===== src/rtl/avg_pool_divider.sv =====
// Average-pooling divide stage: sum * Q13 reciprocal of the window count,
// rounded half up and clipped to the signed output range, on a valid/ready stream.
module avg_pool_divider #(
    parameter int DATA_WIDTH = 16,
    parameter int SUM_WIDTH  = 22
) (
    input  logic                         clk,
    input  logic                         rst_n,
    input  logic                         in_valid,
    output logic                         in_ready,
    input  logic signed [SUM_WIDTH-1:0]  in_sum,
    input  logic        [5:0]            in_idx,
    output logic                         out_valid,
    input  logic                         out_ready,
    output logic signed [DATA_WIDTH-1:0] out_data,
    output logic                         out_sat
);

    localparam int PW = SUM_WIDTH + 15;
    localparam longint MAXI = (longint'(1) << (DATA_WIDTH - 1)) - 1;
    localparam logic signed [PW-1:0] MAXV = PW'(MAXI);
    localparam logic signed [PW-1:0] MINV = PW'(-MAXI - 1);
    localparam logic signed [PW-1:0] HALF = PW'(4096);

    logic [13:0] rom [64];

    for (genvar g = 0; g < 64; g++) begin : g_rom
        assign rom[g] = 14'(8192 / (g + 1));
    end

    logic advance;

    logic                        v0;
    logic                        v1;
    logic                        v2;
    logic signed [SUM_WIDTH-1:0] sum0;
    logic        [5:0]           idx0;
    logic signed [SUM_WIDTH-1:0] sum1;
    logic        [13:0]          frac1;
    logic signed [PW-1:0]        prod2;

    logic signed [PW-1:0]         rnd;
    logic signed [DATA_WIDTH-1:0] data_n;
    logic                         sat_n;

    assign advance  = !out_valid || out_ready;
    assign in_ready = advance;

    // Slot valids shift together; a stalled output freezes the whole pipe.
    always_ff @(posedge clk or negedge rst_n) begin
        if (!rst_n) begin
            v0        <= 1'b0;
            v1        <= 1'b0;
            v2        <= 1'b0;
            out_valid <= 1'b0;
        end else if (advance) begin
            v0        <= in_valid;
            v1        <= v0;
            v2        <= v1;
            out_valid <= v2;
        end
    end

    // Datapath: capture, registered reciprocal read, then the product.
    always_ff @(posedge clk) begin
        if (advance) begin
            sum0  <= in_sum;
            idx0  <= in_idx;
            sum1  <= sum0;
            frac1 <= rom[idx0];
            prod2 <= $signed(sum1) * $signed({1'b0, frac1});
        end
    end

    // Round half up in Q13 and clip to the output range.
    always_comb begin
        rnd    = (prod2 + HALF) >>> 13;
        data_n = rnd[DATA_WIDTH-1:0];
        sat_n  = 1'b0;
        if (rnd > MAXV) begin
            data_n = MAXV[DATA_WIDTH-1:0];
            sat_n  = 1'b1;
        end else if (rnd < MINV) begin
            data_n = MINV[DATA_WIDTH-1:0];
            sat_n  = 1'b1;
        end
    end

    // Output register; only loads real samples, holds while stalled.
    always_ff @(posedge clk or negedge rst_n) begin
        if (!rst_n) begin
            out_data <= '0;
            out_sat  <= 1'b0;
        end else if (advance && v2) begin
            out_data <= data_n;
            out_sat  <= sat_n;
        end
    end

endmodule


===== config.mk =====
export PLATFORM = sky130hd
export DESIGN_NAME = avg_pool_divider
export DESIGN_NICKNAME = d
export VERILOG_FILES = /design/src/rtl/avg_pool_divider.sv
export SDC_FILE = /design/constraint.sdc
export NUM_CORES = 1
export LEC_CHECK = 0
export ABC_AREA = 0
export CAP_MARGIN = 20
export CORE_AREA = 4 4 192 194
export DETAILED_ROUTE_END_ITERATION = 10
export DIE_AREA = 0 0 196 198
export GPL_ROUTABILITY_DRIVEN = 0
export GPL_TIMING_DRIVEN = 0
export SYNTH_ARGS = -nofsm -noshare
export SYNTH_HDL_FRONTEND = slang
export SYNTH_SLANG_ARGS = --single-unit

===== constraint.sdc =====
create_clock -name clk -period 8 [get_ports clk]
set_input_delay 2.4 -clock clk [delete_from_list [all_inputs] [get_ports clk]]
set_output_delay 2.4 -clock clk [all_outputs]
set_load 0.005 [all_outputs]

# After elaboration in Yosys (flattened, before gate mapping)
# Memory sizes are Yosys's and may differ from the RTL's. A register that Yosys moved wholly into a read port is not among the register bits.
# Index checks and enable logic that the tools add are counted.
# totals
elab_cells	23
input_bits	32
n_memories	1
reg_bits	108
mem_bits_ro	896
latchBits	0
mem_bits_rw	0
out_inout_bits	19
# op_classes
n_lt_le_gt_ge	2
mux	4
div	0
mul	1
eq_ne	0
n_addsub	1
reduce_logical	3
shift	0
n_bitwise	1
# mem_list
memory	words	word_bits	read_ports	rd_clocked_by_memory_dff	write_ports	line	rtl
(no name shown)	64	14	1	1	0	70	frac1 <= rom[idx0];
# op_table
operator	n
$add 37x14->37 const B	1
$mul 22x15->37	1
$mux 16	2
$gt 24x16->1 const B	1
$lt 24x16->1 const B	1
$not 6->7	1
$mux 1	2
$logic_and 1x1->1	1
$logic_not 1->1	1
$logic_or 1x1->1	1

# Longest topological paths before layout
# Gate-level depths: netlist (run 1).
# depth
ltp_word	4
ltp_mapped	23
mapped_depth_nobuf	22

# Least setup slack after synthesis (run 1)
# No wires, ideal clock.
# synth_path
kind	in2out
startpoint	in out_ready
endpoint	out in_ready
t_arrival_ps	5079
path_stages	2
slack_ps	521
t_required_ps	5600
n_path_buf	1
path_cell_list	nand2b_1 > clkbuf_1
# synth_between
elab_chain_len	1
# synth_rtl
element	line	rtl
start: declaration	14	input logic out_ready,
$logic_or 1x1->1	46	assign advance = !out_valid || out_ready;
end: declaration	10	output logic in_ready,
# No other way between the ends.

# Final worst setup path (run 1)
# layout_path
startpoint	reg sum1[7]
endpoint	reg prod2[36] (data pin)
# layout_between
elab_chain_len	1
# layout_rtl
element	line	rtl
start: declaration	38	logic signed [SUM_WIDTH-1:0] sum1;
start signal: assignment	69	sum1 <= sum0;
$mul 22x15->37	71	prod2 <= $signed(sum1) * $signed({1'b0, frac1});
end signal: assignment	71	
end: declaration	40	logic signed [PW-1:0] prod2;
# No other way between the ends.
# A chain may end at the register's enable or synchronous reset.

==> flow_summary.toml, run 1 <==
[status]
status = "complete, no violations"

[sta]
fin_skew_ns = 0.0106
setup_slack_ns = 0.794
hold_ws_ns = 0.422
finalHoldViolCount = 0
tightest_slew_ns = 0.902
period_needed_ns = 7.21
max_freq_mhz = 139
relSlewSlack_pct = 39.7
rsz0062_at_grt = "false"
setup_violations = 0
period_share_pct = 90.1
drv_slew = 0

[synthesis]
netlist_area_um2 = 15600
ys_warn_count = 0
synth_top_area_share_pct = 37.0
avgSynthCellArea_um2 = 9.89
synthTopCellsByCount = "inv_1 (350), fa_1 (289), and2_1 (173)"
yosys.cell_count.top_type = "inv_1"
synthTopCellsByArea = "fa_1 (37%), edfxtp_1 (17%), inv_1 (8.4%)"
synth_cells = 1582
synth_nets = 1999
ys_ff_latch = 110
yosysUniqueCellTypes = 65
synth.largest_area_cell = "fa_1"
ys_seq_area_share_pct = 20.4
synth_top_flop_cell = "edfxtp_1"
synth_edf_count = 89
ys_async_sr_fraction_pct = 19.1

[final_layout]
finalNonFillerCells = 2110
num_antenna_cells = 0
postLayoutCoreUtil_pct = 48.4
fillers = 3405
area_delta_synth_final_pct = 9.00
final_nets = 2061
drive_above_1_share_pct = 2.37

[grt]
grt_overflow = 0
grt_pass1_vias = 11501
grt_pass1_wl_um = 60900
grt_max_degree = 66
antenna_found_initial = 0
grt_usage_pct = 20.0

[worst_setup_path]
crit_chain = "clkbuf_1, nand2_1, fa_1, inv_1, fa_1, inv_1, fa_1, inv_1, fa_1, fa_1, inv_1, fa_1, inv_1, ha_1, and4_1, and3_1, a32oi_1, a21oi_1, a21oi_1, o211ai_1, a31oi_1, xnor2_1"
worst_r2r_endpoint = "prod2[36]$_DFFE_PN_"
end_kind = "flip-flop"
r2r-start = "sum1[7]$_DFFE_PN_"
startpoint_type = "flip-flop"
crit_buf_inv = 6
ff2ff_path_depth = 22
worst-path-stages = 22
slowest_stage = "fa_1"
worst_ep_arrival_time_ns = 7.33
startpoint = "sum1[7]$_DFFE_PN_"
cp_max_fo = 10
cp.required_ns = 8.13
cpPeakStageDelay_ns = 0.56
crit_path_frequent_cell = "fa_1"
crit_end = "prod2[36]$_DFFE_PN_"
path_class = "reg -> reg"
timing.reg2reg.setup_slack_ns = 0.79
cp_top_family = "adder cells"

[placement]
dp_cells = 2094
port_buffers = 50
pre_cts_ws_ns = 0.821
hpwl_um = 30300

[floorplan]
die-area_um2 = 38800
core-area_um2 = 35200
die_w_um = 196
start_util_pct = 44.4
die_y_um = 198
row_count = 69
ios = 51

[cts]
cts_hold_buffers = 0
cts-htree-levels = 3
postCtsResizedCells = 0
post_cts_buffers = 0
tritoncts = "done"
cts_made_buffers = 9
clk_latency_ns = 0.38
root_buffer = "clkbuf_16"
clkSlewWorstSetupHoldPaths_ns = 0.08
cts.sinks = 110
cts_buffer_depth = 2

[detailed_routing]
first_pass_iters = 5
wl_met3_um = 2420
dr_wl_met2_um = 17300
via_per_inst = 5.13
drc_errors = 0
wl_um = 36500
num_vias = 10819
avgRoutedWirePerCell_um = 17.3
drt_iter0_markers = 775
wl_met1_um = 16100
detail-route-antenna-nets = 0
top_layer_used = "met4"

[run]
maxCapViolCount = 0

[worst_hold_path]
holdCritPathClass = "reg -> reg"
==> kinds of logic (layout without fill, tap and decap cells) <==
group	count (synthesis)	after routing	synth area share, %
mux	6	6	0.576
simple gates	457	457	15.0
buf+inv	425	492	10.3
flops	110	110	20.4
fa+ha+maj	385	385	44.7
compound gates	151	151	6.25
xor+xnor	48	48	2.69
==> worst min path at each step <==
stage / from / endpoint / slack [ns] / cells after the start
final: sum0[10]$_DFFE_PN_ / sum1[10]$_DFFE_PN_ / 0.42 / 0
after global routing: sum0[2]$_DFFE_PN_ / sum1[2]$_DFFE_PN_ / 0.42 / 0
after CTS: sum0[2]$_DFFE_PN_ / sum1[2]$_DFFE_PN_ / 0.42 / 0
after detailed placement: sum0[2]$_DFFE_PN_ / sum1[2]$_DFFE_PN_ / 0.40 / 0
after global placement: sum0[6]$_DFFE_PN_ / sum1[6]$_DFFE_PN_ / 0.40 / 0
after floorplan: sum0[0]$_DFFE_PN_ / sum1[0]$_DFFE_PN_ / 0.40 / 0
==> final cells by class <==
type / count / area, µm² / area share (%)
buffer: 73 / 302 / 1.77
clock buffer: 9 / 225 / 1.32
clock inverter: 7 / 73.8 / 0.433
inverter: 352 / 1320 / 7.75
multi-input combinational: 1047 / 10800 / 63.5
sequential: 110 / 3200 / 18.8
tap: 461 / 577 / 3.38
timing repair buffer: 51 / 528 / 3.10
==> metrics by stage <==
| stage | instance area, µm² | TNS [ns] |
|---|---|---|
| final | 17100 | 0 |
| after global routing | 17100 | 0 |
| after CTS | 17100 | 0 |
| after detailed placement | 16800 | 0 |
| after global placement | 16700 | -4.21 |
| after floorplan | 15600 | 0 |
==> sequential cells by signal, indices dropped and copies added (netlist names) <==
register   flops
frac1         14
sum1          22
sum0          22
out_sat        1
prod2         25
v2             1
out_data      16
idx0           6
v1             1
out_valid      1
v0             1
==> cell usage in the layout (no fill, tap or decap), types with 27 or more instances in the layout <==
cell             count
a21oi_1             50
and2_1             173
clkbuf_1            65
clkdlybuf4s50_1     50
edfxtp_1            89
fa_1               289
ha_1                96
inv_1              350
nand2_1            167
nor2_1              44
o21ai_0             27
xor2_1              27
==> metal layers <==
metal  GRT usage, %  vias up
li1               -     4971
met1           27.2     5481
met2           33.1      326
met3           4.03       41
met4           5.02        0
met5              0        -
Power of run 1 is not shown: default switching activity piles up to over one toggle a cycle in this logic, so the estimate is an artifact.
==> inputs of run 2 (changes only) <==
==> constraint.sdc (replaced) <==
create_clock -name clk -period 8.1 [get_ports clk]
set_input_delay 2.43 -clock clk [delete_from_list [all_inputs] [get_ports clk]]
set_output_delay 2.43 -clock clk [all_outputs]
set_load 0.005 [all_outputs]
==> results of run 2 <==
Same layout as run 1 (identical final DEF). Status: complete, no violations.
Among the figures that moved: setup slack after placement 0.821 ns -> 0.921 ns; setup slack after layout 0.794 ns -> 0.894 ns; register-to-register setup slack 0.79 ns -> 0.89 ns
Power of run 2 is left out for the same reason.
